<file path="src/rtl/vga_pkg.sv">
// Shared timing defaults, the transparent colour code and the RGB332 layout for the VGA controller.
// No logic: constants and one pure colour-expansion helper.
// No flow control; consumers are fixed-latency.
package vga_pkg;

    // 640x480 @ 60 Hz industry timing, one pixel per clock
    localparam int H_ACTIVE_DEF = 640;
    localparam int H_FP_DEF     = 16;
    localparam int H_SYNC_DEF   = 96;
    localparam int H_BP_DEF     = 48;
    localparam int H_TOTAL_DEF  = H_ACTIVE_DEF + H_FP_DEF + H_SYNC_DEF + H_BP_DEF;

    localparam int V_ACTIVE_DEF = 480;
    localparam int V_FP_DEF     = 10;
    localparam int V_SYNC_DEF   = 2;
    localparam int V_BP_DEF     = 33;
    localparam int V_TOTAL_DEF  = V_ACTIVE_DEF + V_FP_DEF + V_SYNC_DEF + V_BP_DEF;

    // Counter width covers both totals (800 and 525 fit in 11 bits)
    localparam int CNT_W = 11;

    // Colour code treated as "transparent" and blanked to black
    localparam logic [7:0] MASK_VALUE_DEF = 8'h62;

    // RGB332 input layout and 4-bit-per-channel DAC output
    localparam int RGB332_W = 8;
    localparam int RGB_R_W  = 3;
    localparam int RGB_G_W  = 3;
    localparam int RGB_B_W  = 2;
    localparam int DAC_W    = 4;

    // Widen each channel to 4 bits by replicating its MSBs so full scale maps to 4'hF
    function automatic logic [3*DAC_W-1:0] rgb332_expand(input logic [RGB332_W-1:0] c);
        logic [RGB_R_W-1:0] r;
        logic [RGB_G_W-1:0] g;
        logic [RGB_B_W-1:0] b;
        r = c[7 -: RGB_R_W];
        g = c[4 -: RGB_G_W];
        b = c[1 -: RGB_B_W];
        return {r, r[RGB_R_W-1], g, g[RGB_G_W-1], b, b};
    endfunction

endpackage

</file>
<file path="src/rtl/vga_sync_counter.sv">
// Horizontal/vertical raster counters plus raw visible, sync and frame-start decode.
// Counters are registered; decode is combinational from the registered counters (same cycle).
// No backpressure: advances one pixel every clock.
module vga_sync_counter
    import vga_pkg::*;
#(
    parameter int H_ACTIVE = H_ACTIVE_DEF,
    parameter int H_FP     = H_FP_DEF,
    parameter int H_SYNC   = H_SYNC_DEF,
    parameter int H_BP     = H_BP_DEF,
    parameter int V_ACTIVE = V_ACTIVE_DEF,
    parameter int V_FP     = V_FP_DEF,
    parameter int V_SYNC   = V_SYNC_DEF,
    parameter int V_BP     = V_BP_DEF
) (
    input  logic             clk,
    input  logic             resetN,
    output logic [CNT_W-1:0] h_o,
    output logic [CNT_W-1:0] v_o,
    output logic             visible_o,
    output logic             hsync_n_o,
    output logic             vsync_n_o,
    output logic             frame_start_o
);

    localparam int H_TOTAL = H_ACTIVE + H_FP + H_SYNC + H_BP;
    localparam int V_TOTAL = V_ACTIVE + V_FP + V_SYNC + V_BP;

    localparam logic [CNT_W-1:0] H_LAST   = CNT_W'(H_TOTAL - 1);
    localparam logic [CNT_W-1:0] V_LAST   = CNT_W'(V_TOTAL - 1);
    localparam logic [CNT_W-1:0] H_VIS    = CNT_W'(H_ACTIVE);
    localparam logic [CNT_W-1:0] V_VIS    = CNT_W'(V_ACTIVE);
    localparam logic [CNT_W-1:0] HS_START = CNT_W'(H_ACTIVE + H_FP);
    localparam logic [CNT_W-1:0] HS_END   = CNT_W'(H_ACTIVE + H_FP + H_SYNC);
    localparam logic [CNT_W-1:0] VS_START = CNT_W'(V_ACTIVE + V_FP);
    localparam logic [CNT_W-1:0] VS_END   = CNT_W'(V_ACTIVE + V_FP + V_SYNC);

    logic [CNT_W-1:0] h_q, h_d;
    logic [CNT_W-1:0] v_q, v_d;

    // Raster advance: h every cycle, v on h wrap, both wrap at end of frame
    always_comb begin
        h_d = h_q + 1'b1;
        v_d = v_q;
        if (h_q == H_LAST) begin
            h_d = '0;
            v_d = (v_q == V_LAST) ? '0 : v_q + 1'b1;
        end
    end

    // Counter registers; reset parks the raster at (0, 0)
    always_ff @(posedge clk or negedge resetN) begin
        if (!resetN) begin
            h_q <= '0;
            v_q <= '0;
        end else begin
            h_q <= h_d;
            v_q <= v_d;
        end
    end

    // Raw decode for the current raster position; frame start marks the first blanking line
    always_comb begin
        visible_o     = (h_q < H_VIS) && (v_q < V_VIS);
        hsync_n_o     = !((h_q >= HS_START) && (h_q < HS_END));
        vsync_n_o     = !((v_q >= VS_START) && (v_q < VS_END));
        frame_start_o = (h_q == '0) && (v_q == V_VIS);
    end

    assign h_o = h_q;
    assign v_o = v_q;

endmodule

</file>
<file path="src/rtl/vga_timing_controller.sv">
// VGA timing generator: issues pixel requests, aligns returned colour with delayed syncs, masks and expands RGB332.
// Sync/visible outputs lag the request by PIPE_DELAY+1 cycles; colour is registered once to match.
// No backpressure: upstream must answer every request exactly PIPE_DELAY cycles later.
module vga_timing_controller
    import vga_pkg::*;
#(
    parameter int              H_ACTIVE   = H_ACTIVE_DEF,
    parameter int              H_FP       = H_FP_DEF,
    parameter int              H_SYNC     = H_SYNC_DEF,
    parameter int              H_BP       = H_BP_DEF,
    parameter int              V_ACTIVE   = V_ACTIVE_DEF,
    parameter int              V_FP       = V_FP_DEF,
    parameter int              V_SYNC     = V_SYNC_DEF,
    parameter int              V_BP       = V_BP_DEF,
    parameter int              PIPE_DELAY = 1,
    parameter logic [7:0]      MASK_VALUE = MASK_VALUE_DEF
) (
    input  logic                clk,
    input  logic                resetN,
    input  logic [RGB332_W-1:0] pixel_color_in,
    output logic [CNT_W-1:0]    requested_x,
    output logic [CNT_W-1:0]    requested_y,
    output logic                frame_start,
    output logic                vga_hs,
    output logic                vga_vs,
    output logic [DAC_W-1:0]    vga_r,
    output logic [DAC_W-1:0]    vga_g,
    output logic [DAC_W-1:0]    vga_b,
    output logic                active_video
);

    logic raw_vis;
    logic raw_hs_n;
    logic raw_vs_n;

    vga_sync_counter #(
        .H_ACTIVE (H_ACTIVE),
        .H_FP     (H_FP),
        .H_SYNC   (H_SYNC),
        .H_BP     (H_BP),
        .V_ACTIVE (V_ACTIVE),
        .V_FP     (V_FP),
        .V_SYNC   (V_SYNC),
        .V_BP     (V_BP)
    ) u_cnt (
        .clk           (clk),
        .resetN        (resetN),
        .h_o           (requested_x),
        .v_o           (requested_y),
        .visible_o     (raw_vis),
        .hsync_n_o     (raw_hs_n),
        .vsync_n_o     (raw_vs_n),
        .frame_start_o (frame_start)
    );

    // Stage 0 is the newest; stage PIPE_DELAY lines up with the registered colour
    logic [PIPE_DELAY:0] vis_q,  vis_d;
    logic [PIPE_DELAY:0] hs_q,   hs_d;
    logic [PIPE_DELAY:0] vs_q,   vs_d;
    logic [RGB332_W-1:0] color_q;
    logic [3*DAC_W-1:0]  rgb;

    // Shift raw decode down the alignment pipeline
    always_comb begin
        vis_d = {vis_q[PIPE_DELAY-1:0], raw_vis};
        hs_d  = {hs_q[PIPE_DELAY-1:0],  raw_hs_n};
        vs_d  = {vs_q[PIPE_DELAY-1:0],  raw_vs_n};
    end

    // Pipeline and colour registers; reset forces blank, syncs inactive
    always_ff @(posedge clk or negedge resetN) begin
        if (!resetN) begin
            vis_q   <= '0;
            hs_q    <= '1;
            vs_q    <= '1;
            color_q <= '0;
        end else begin
            vis_q   <= vis_d;
            hs_q    <= hs_d;
            vs_q    <= vs_d;
            color_q <= pixel_color_in;
        end
    end

    // Blank outside the visible area and for the transparent code, else expand RGB332
    always_comb begin
        rgb = '0;
        if (vis_q[PIPE_DELAY] && (color_q != MASK_VALUE)) begin
            rgb = rgb332_expand(color_q);
        end
    end

    assign vga_r        = rgb[3*DAC_W-1 -: DAC_W];
    assign vga_g        = rgb[2*DAC_W-1 -: DAC_W];
    assign vga_b        = rgb[DAC_W-1   -: DAC_W];
    assign vga_hs       = hs_q[PIPE_DELAY];
    assign vga_vs       = vs_q[PIPE_DELAY];
    assign active_video = vis_q[PIPE_DELAY];

endmodule

</file>
<file path="config.mk">
export PLATFORM = sky130hd
export DESIGN_NAME = vga_timing_controller
export DESIGN_NICKNAME = d
export VERILOG_FILES = /design/src/rtl/vga_pkg.sv /design/src/rtl/vga_sync_counter.sv /design/src/rtl/vga_timing_controller.sv
export SDC_FILE = /design/constraint.sdc
export NUM_CORES = 1
export LEC_CHECK = 0
export ABC_CLOCK_PERIOD_IN_PS = 2300
export CAP_MARGIN = 20
export CORE_ASPECT_RATIO = 2
export CORE_MARGIN = 2
export CORE_UTILIZATION = 44
export DETAILED_ROUTE_END_ITERATION = 7
export PLACE_DENSITY_LB_ADDON = 0.2
export SYNTH_ARGS = -nofsm -noshare
export SYNTH_HDL_FRONTEND = slang
export SYNTH_HIERARCHICAL = 1
export SYNTH_SLANG_ARGS = --single-unit
</file>
<file path="constraint.sdc">
create_clock -name clk -period 2.3 [get_ports clk]
set_input_delay 0.23 -clock clk [delete_from_list [all_inputs] [get_ports clk]]
set_output_delay 0.23 -clock clk [all_outputs]
set_load 0.1 [all_outputs]
</file>
==> results.yml, run 1 <==
global_routing:
  grt_pass1_vias: 1330
  overflow: 0
  antenna_found_initial: 0
  grt_util_all_layers_pct: 18.92
  grt_max_degree: 37
  grt_pass1_wl_um: 5927
routing:
  viasPerCell: 5.420
  drtIter0Drc: 34
  remaining_drc_errors: 0
  wire_per_inst_um: 14.69
  routed-via-count: 1355
  ant_nets: 0
  drt-total-wl_um: 3672
  drtPass1Iterations: 4
floorplan:
  die_h_um: 91.17
  fp.dieW_um: 47.59
  dieArea_um2: 4338
  fp-row-count: 31
  core_um2: 3646
  io_pins: 48
  initial_core_util_pct: 45.85
logic_synthesis:
  ys_seq_elements: 36
  synth_area_um2: 1672
  syn_nets: 165
  synthCells: 151
  yosysWarningCount: 6
  synthesis.area_per_instance_um2: 11.07
  ys_types: 31
  yosysSeqAreaShare_pct: 54.19
clock_tree:
  cts_tree: "yes"
  clockBufferDepth: 2
  cts.sinks: 36
  post-cts-setup-buffers: 0
  cts-htree-levels: 2
  cts-buffers-inserted: 5
  cts_resized: 0
  insertion_delay_ns: 0.29
  ctsHoldBuffers: 0
  clk_pin_slew_ns: 0.07
  cts_root_buf: "clkbuf_8"
worst_setup_path:
  r2r_cells: 5
  crit_path_start: "u_cnt/h_o[4]$_DFF_PN0_"
  path_cells: "nor3_1 -> nand3_1 -> nor4_1 -> and3_2 -> buf_12"
  criticalPathCategory: "reg2out"
  crit_path_top_delay_cell: "dfrtp_1"
  max_stage_delay_ns: 0.48
  crit_path_start_kind: "register"
  end_kind: "output pin"
  path_depth: 5
  crit_buf_inv: 1
  cp_top_family: "simple AND/OR/NAND/NOR gates"
  worstReg2RegStart: "u_cnt/h_o[0]$_DFF_PN0_"
  worstPathMaxFanout: 8
  required_ns: 2.07
  cp.arrival_ns: 1.88
sta:
  report.final.slew_viol_count: 0
  rsz0062_at_grt: "no"
  hold_violations: 0
  layout_min_cycle_time_ns: 2.112
  fin_crit_sh_pct: 91.84
  fin_ws_ns: 0.1877
  setup_viol: 0
  setup_tns_ns: 0
  max_freq_mhz: 473.4
  fin_worst_skew_ns: 0.005517
  worstMarginPinSlew_ns: 0.5020
  hold_slack_ns: 0.3449
  relSlewSlack_pct: 66.07
run:
  drv_cap: 0
place:
  placedCellCount: 242
  place_ws_ns: 0.5017
  gp_routability_congestion: 0.8949
  dp_hpwl_um: 2677
  io_buffers: 47
hold_path:
  min_path_cells: 0
  hold_class: "reg2reg"
  hp-start: "vis_q[0]$_DFF_PN0_"
power:
  power_frac_seq_pct: 50.9
  cellLeakagePower_uw: 0.001011
  switching_share_pct: 25.15
  peakVddDrop_mv: 0.4237
  p_switching_uw: 318.8
  pwr_density_cell_nw_per_um2: 575.5
  internal_power_uw: 948.5
  pwr-share-clk_pct: 38.1
  combPwrFrac_pct: 11.0
layout:
  nNetsFinal: 214
  area_delta_synth_final_pct: 31.74
  drive_gt1_share_pct: 33.83
  fin_cells: 250
  antenna_cells: 0
outcome:
  status: "finished clean"
[final timing paths]
path                                            end  slack [ns]
hold / removal                   vis_q[1]$_DFF_PN0_        0.34
min in group asynchronous    u_cnt/h_o[6]$_DFF_PN0_        0.36
setup / recovery                        frame_start        0.19
hold reg to reg                  vis_q[1]$_DFF_PN0_        0.34
setup reg to reg           u_cnt/v_o[4]$_DFFE_PN0N_        0.44
max in group asynchronous         vs_q[0]$_DFF_PN1_        1.60
[per-layer routing]
metal / GRT usage (%) / share of wire [%] / wire (µm) / up-vias
li1: - / - / - / 628
met1: 20.81 / 37 / 1346 / 661
met2: 30.29 / 53 / 1931 / 52
met3: 4.970 / 6.8 / 250 / 14
met4: 11.49 / 3.9 / 143 / 0
met5: 0 / 0 / 0 / -
[worst register-to-register path, cell delays in order, from the launching register on]
cell     delay (ns)
dfrtp_2        0.41
ha_1           0.21
and3_2         0.25
and4_1         0.48
nand2_1        0.14
o31ai_1        0.27
[synth_stat cells]
cell type,instances,area (µm²)
nand4_1,5,31.28
or4_1,1,7.510
nor4b_4,1,23.77
nand2_1,15,56.30
nor2_1,9,33.78
xor2_1,6,52.55
dfstp_2,4,105.1
and4bb_4,1,16.27
nor4_1,4,25.02
nor3_1,2,10.01
o31ai_1,1,7.510
o21ai_1,1,5.000
o21ai_0,8,40.04
and2_1,5,31.28
xnor2_1,7,61.31
a31oi_1,2,12.51
nand3b_1,2,15.01
and4_1,3,26.28
buf_4,6,45.04
and3_1,6,37.54
and3_2,2,15.01
ha_1,4,50.05
dfrtp_1,32,800.8
nand3_1,9,45.04
and4bb_2,1,12.51
a21oi_1,4,20.02
nor2_8,1,20.02
nor4bb_1,1,10.01
and2_2,2,15.01
nand4_4,1,21.27
inv_1,5,18.77
[kinds of logic (layout without fill, tap and decap cells)]
group	count (synthesis)	count (layout)	synth area share, %
simple gates	71	71	27.09
buf+inv	11	61	3.817
xor+xnor	13	13	6.811
flops	36	36	54.19
compound gates	16	16	5.090
fa+ha+maj	4	4	2.994
[cell type report]
class,instances,area (µm²)
fill,326,1444
sequential,36,908.4
multi-input combinational,104,718.2
timing repair buffer,48,395.4
clock buffer,8,100.1
tap,49,61.31
inverter,5,18.77
[through the flow]
step                      utilization, %  area (µm²)  total power (µW)
after global routing               60.40        2202              1322
after global placement             57.65        2102             796.6
after detailed placement           57.65        2102             798.0
final                              60.40        2202              1267
after CTS                          60.40        2202              1288
after floorplan                        -        1690             755.4
[placed cells by master, fill, tap and decap left out, types with 6 or more instances in the layout]
cell	synthesis	routed
o21ai_0	8	8
xor2_1	6	6
nor2_1	9	9
dfrtp_1	32	30
nand3_1	9	9
xnor2_1	7	7
nand2_1	15	15
clkdlybuf4s50_1	0	9
clkbuf_8	0	7
buf_4	6	38
[sequential cells by signal, indices dropped and copies added (netlist names)]
register	flops
u_cnt/v_o	11
hs_q	2
vis_q	2
vs_q	2
u_cnt/h_o	11
color_q	8
[power groups by stage]
stage | Clock, µW | Sequential, µW | Combinational (µW)
4_1_cts | 501 | 645 | 141
6_report | 483 | 645 | 140
5_1_grt | 529 | 646 | 147
3_3_place_gp | 0 | 657 | 140
2_1_floorplan | 0 | 656 | 99.4
3_5_place_dp | 0 | 657 | 141
(Power assumes the default switching activity.)
==> inputs of run 2 (changes only) <==
Settings changed: TNS_END_PERCENT set to 30.
==> run 2 against run 1 <==
Against the previous run: global-route usage about the same; worst setup slack worse by 0.029 ns; clock skew down 0.0038 ns.
==> results.yml, run 2 (synthesis results as in run 1) <==
hold_path:
  hp-start: "vis_q[0]$_DFF_PN0_"
  min_path_cells: 0
  hold_class: "reg2reg"
power:
  switching_share_pct: 24.50
  power_frac_seq_pct: 48.9
  pwr-share-clk_pct: 40.6
  p_switching_uw: 323.2
  pwr_density_cell_nw_per_um2: 600.1
  combPwrFrac_pct: 10.5
  cellLeakagePower_uw: 0.001015
  internal_power_uw: 996.0
  peakVddDrop_mv: 0.5442
routing:
  drt-total-wl_um: 3724
  drtIter0Drc: 20
  remaining_drc_errors: 0
  viasPerCell: 5.316
  drtPass1Iterations: 4
  wire_per_inst_um: 14.90
  ant_nets: 0
  routed-via-count: 1329
layout:
  multi_input_area_um2: 709.4
  antenna_cells: 0
  drive_gt1_share_pct: 30.35
  mostFrequentLayoutCell: "buf_4"
  area_delta_synth_final_pct: 31.51
  n_fill_cell: 332
  seq_area_um2: 905.9
  nNetsFinal: 214
  mostFrequentLayoutCells: "38 x buf_4, 32 x dfrtp_1, 15 x nand2_1"
  finish.instance_area_um2: 2198
global_routing:
  grt_pass1_vias: 1319
  overflow: 0
  antenna_found_initial: 0
  grt_util_all_layers_pct: 18.88
  grt_pass1_wl_um: 5920
  grt_max_degree: 37
worst_setup_path:
  r2r_cells: 5
  worstReg2RegStart: "u_cnt/h_o[0]$_DFF_PN0_"
  crit_path_start_kind: "register"
  criticalPathCategory: "reg2out"
  cp.arrival_ns: 1.91
  crit_path_start: "u_cnt/h_o[4]$_DFF_PN0_"
  rrSetupSlack_ns: 0.39
  critPathCapture: "frame_start"
  r2r-end: "u_cnt/v_o[4]$_DFFE_PN0N_"
  end_kind: "output pin"
  required_ns: 2.07
  worstPathMaxFanout: 8
clock_tree:
  cts_resized: 0
  cts.sinks: 36
  cts_root_buf: "clkbuf_8"
  cts-htree-levels: 2
  post-cts-setup-buffers: 0
  clk_pin_slew_ns: 0.07
  clockBufferDepth: 2
  insertion_delay_ns: 0.28
  ctsHoldBuffers: 0
  cts_tree: "yes"
  cts-buffers-inserted: 5
sta:
  worstMarginPinSlew_ns: 0.4901
  rsz0062_at_grt: "no"
  layout_min_cycle_time_ns: 2.141
  report.final.slew_viol_count: 0
  hold_slack_ns: 0.3503
  fin_ws_ns: 0.1586
  fin_worst_skew_ns: 0.001751
  fin_crit_sh_pct: 93.10
  setup_tns_ns: 0
  hold_violations: 0
  max_freq_mhz: 467.0
  setup_viol: 0
  relSlewSlack_pct: 67.03
floorplan:
  fp-row-count: 31
  io_pins: 48
  dieArea_um2: 4338
  die_h_um: 91.17
  initial_core_util_pct: 45.85
  fp.dieW_um: 47.59
  core_um2: 3646
place:
  place_ws_ns: 0.3890
  dp_hpwl_um: 2784
  placed_area_um2: 2091
  gp_routability_congestion: 0.9119
  io_buffers: 47
outcome:
  status: "finished clean"
run:
  drv_cap: 0
run 2: cell type report:
cell class	count	area share [%]
sequential	36	41.21
multi-input combinational	104	32.27
timing repair buffer	48	17.99
clock buffer	6	3.301
tap	49	2.789
clock inverter	2	1.594
inverter	5	0.8537
run 2: worst max-delay path: stages (launching register included):
cell     delay (ns)
dfrtp_1        0.48
nor3_1         0.35
nand3_1        0.13
nor4_1         0.22
and3_1         0.25
buf_12         0.19
run 2: worst min path at each step:
stage                            to  slack, ns
2_1_floorplan  color_q[0]$_DFF_PN0_      -0.07
3_3_place_gp     vis_q[1]$_DFF_PN0_       0.34
3_5_place_dp     vis_q[1]$_DFF_PN0_       0.34
4_1_cts          vis_q[1]$_DFF_PN0_       0.35
5_1_grt          vis_q[1]$_DFF_PN0_       0.36
6_report         vis_q[1]$_DFF_PN0_       0.35
run 2: power groups by stage:
stage | registers, µW | logic [µW] | clock network (µW)
after floorplan | 656 | 98.2 | 0
after global placement | 657 | 139 | 0
after detailed placement | 657 | 141 | 0
after CTS | 645 | 141 | 555
after global routing | 646 | 147 | 578
final | 645 | 139 | 535
run 2: through the flow:
stage	cells	util, %	total power (µW)
floorplan	151	-	754.2
global placement	242	57.34	795.8
detailed placement	242	57.34	798.2
CTS	250	60.30	1341
global route	250	60.30	1371
finish	250	60.30	1319
run 2: routing by layer:
metal / GRT usage (%) / vias up / share of wire (%)
li1: - / 631 / -
met1: 20.03 / 644 / 37
met2: 33.00 / 47 / 55
met3: 4.374 / 7 / 6.4
met4: 7.883 / 0 / 1.9
met5: 0 / - / 0
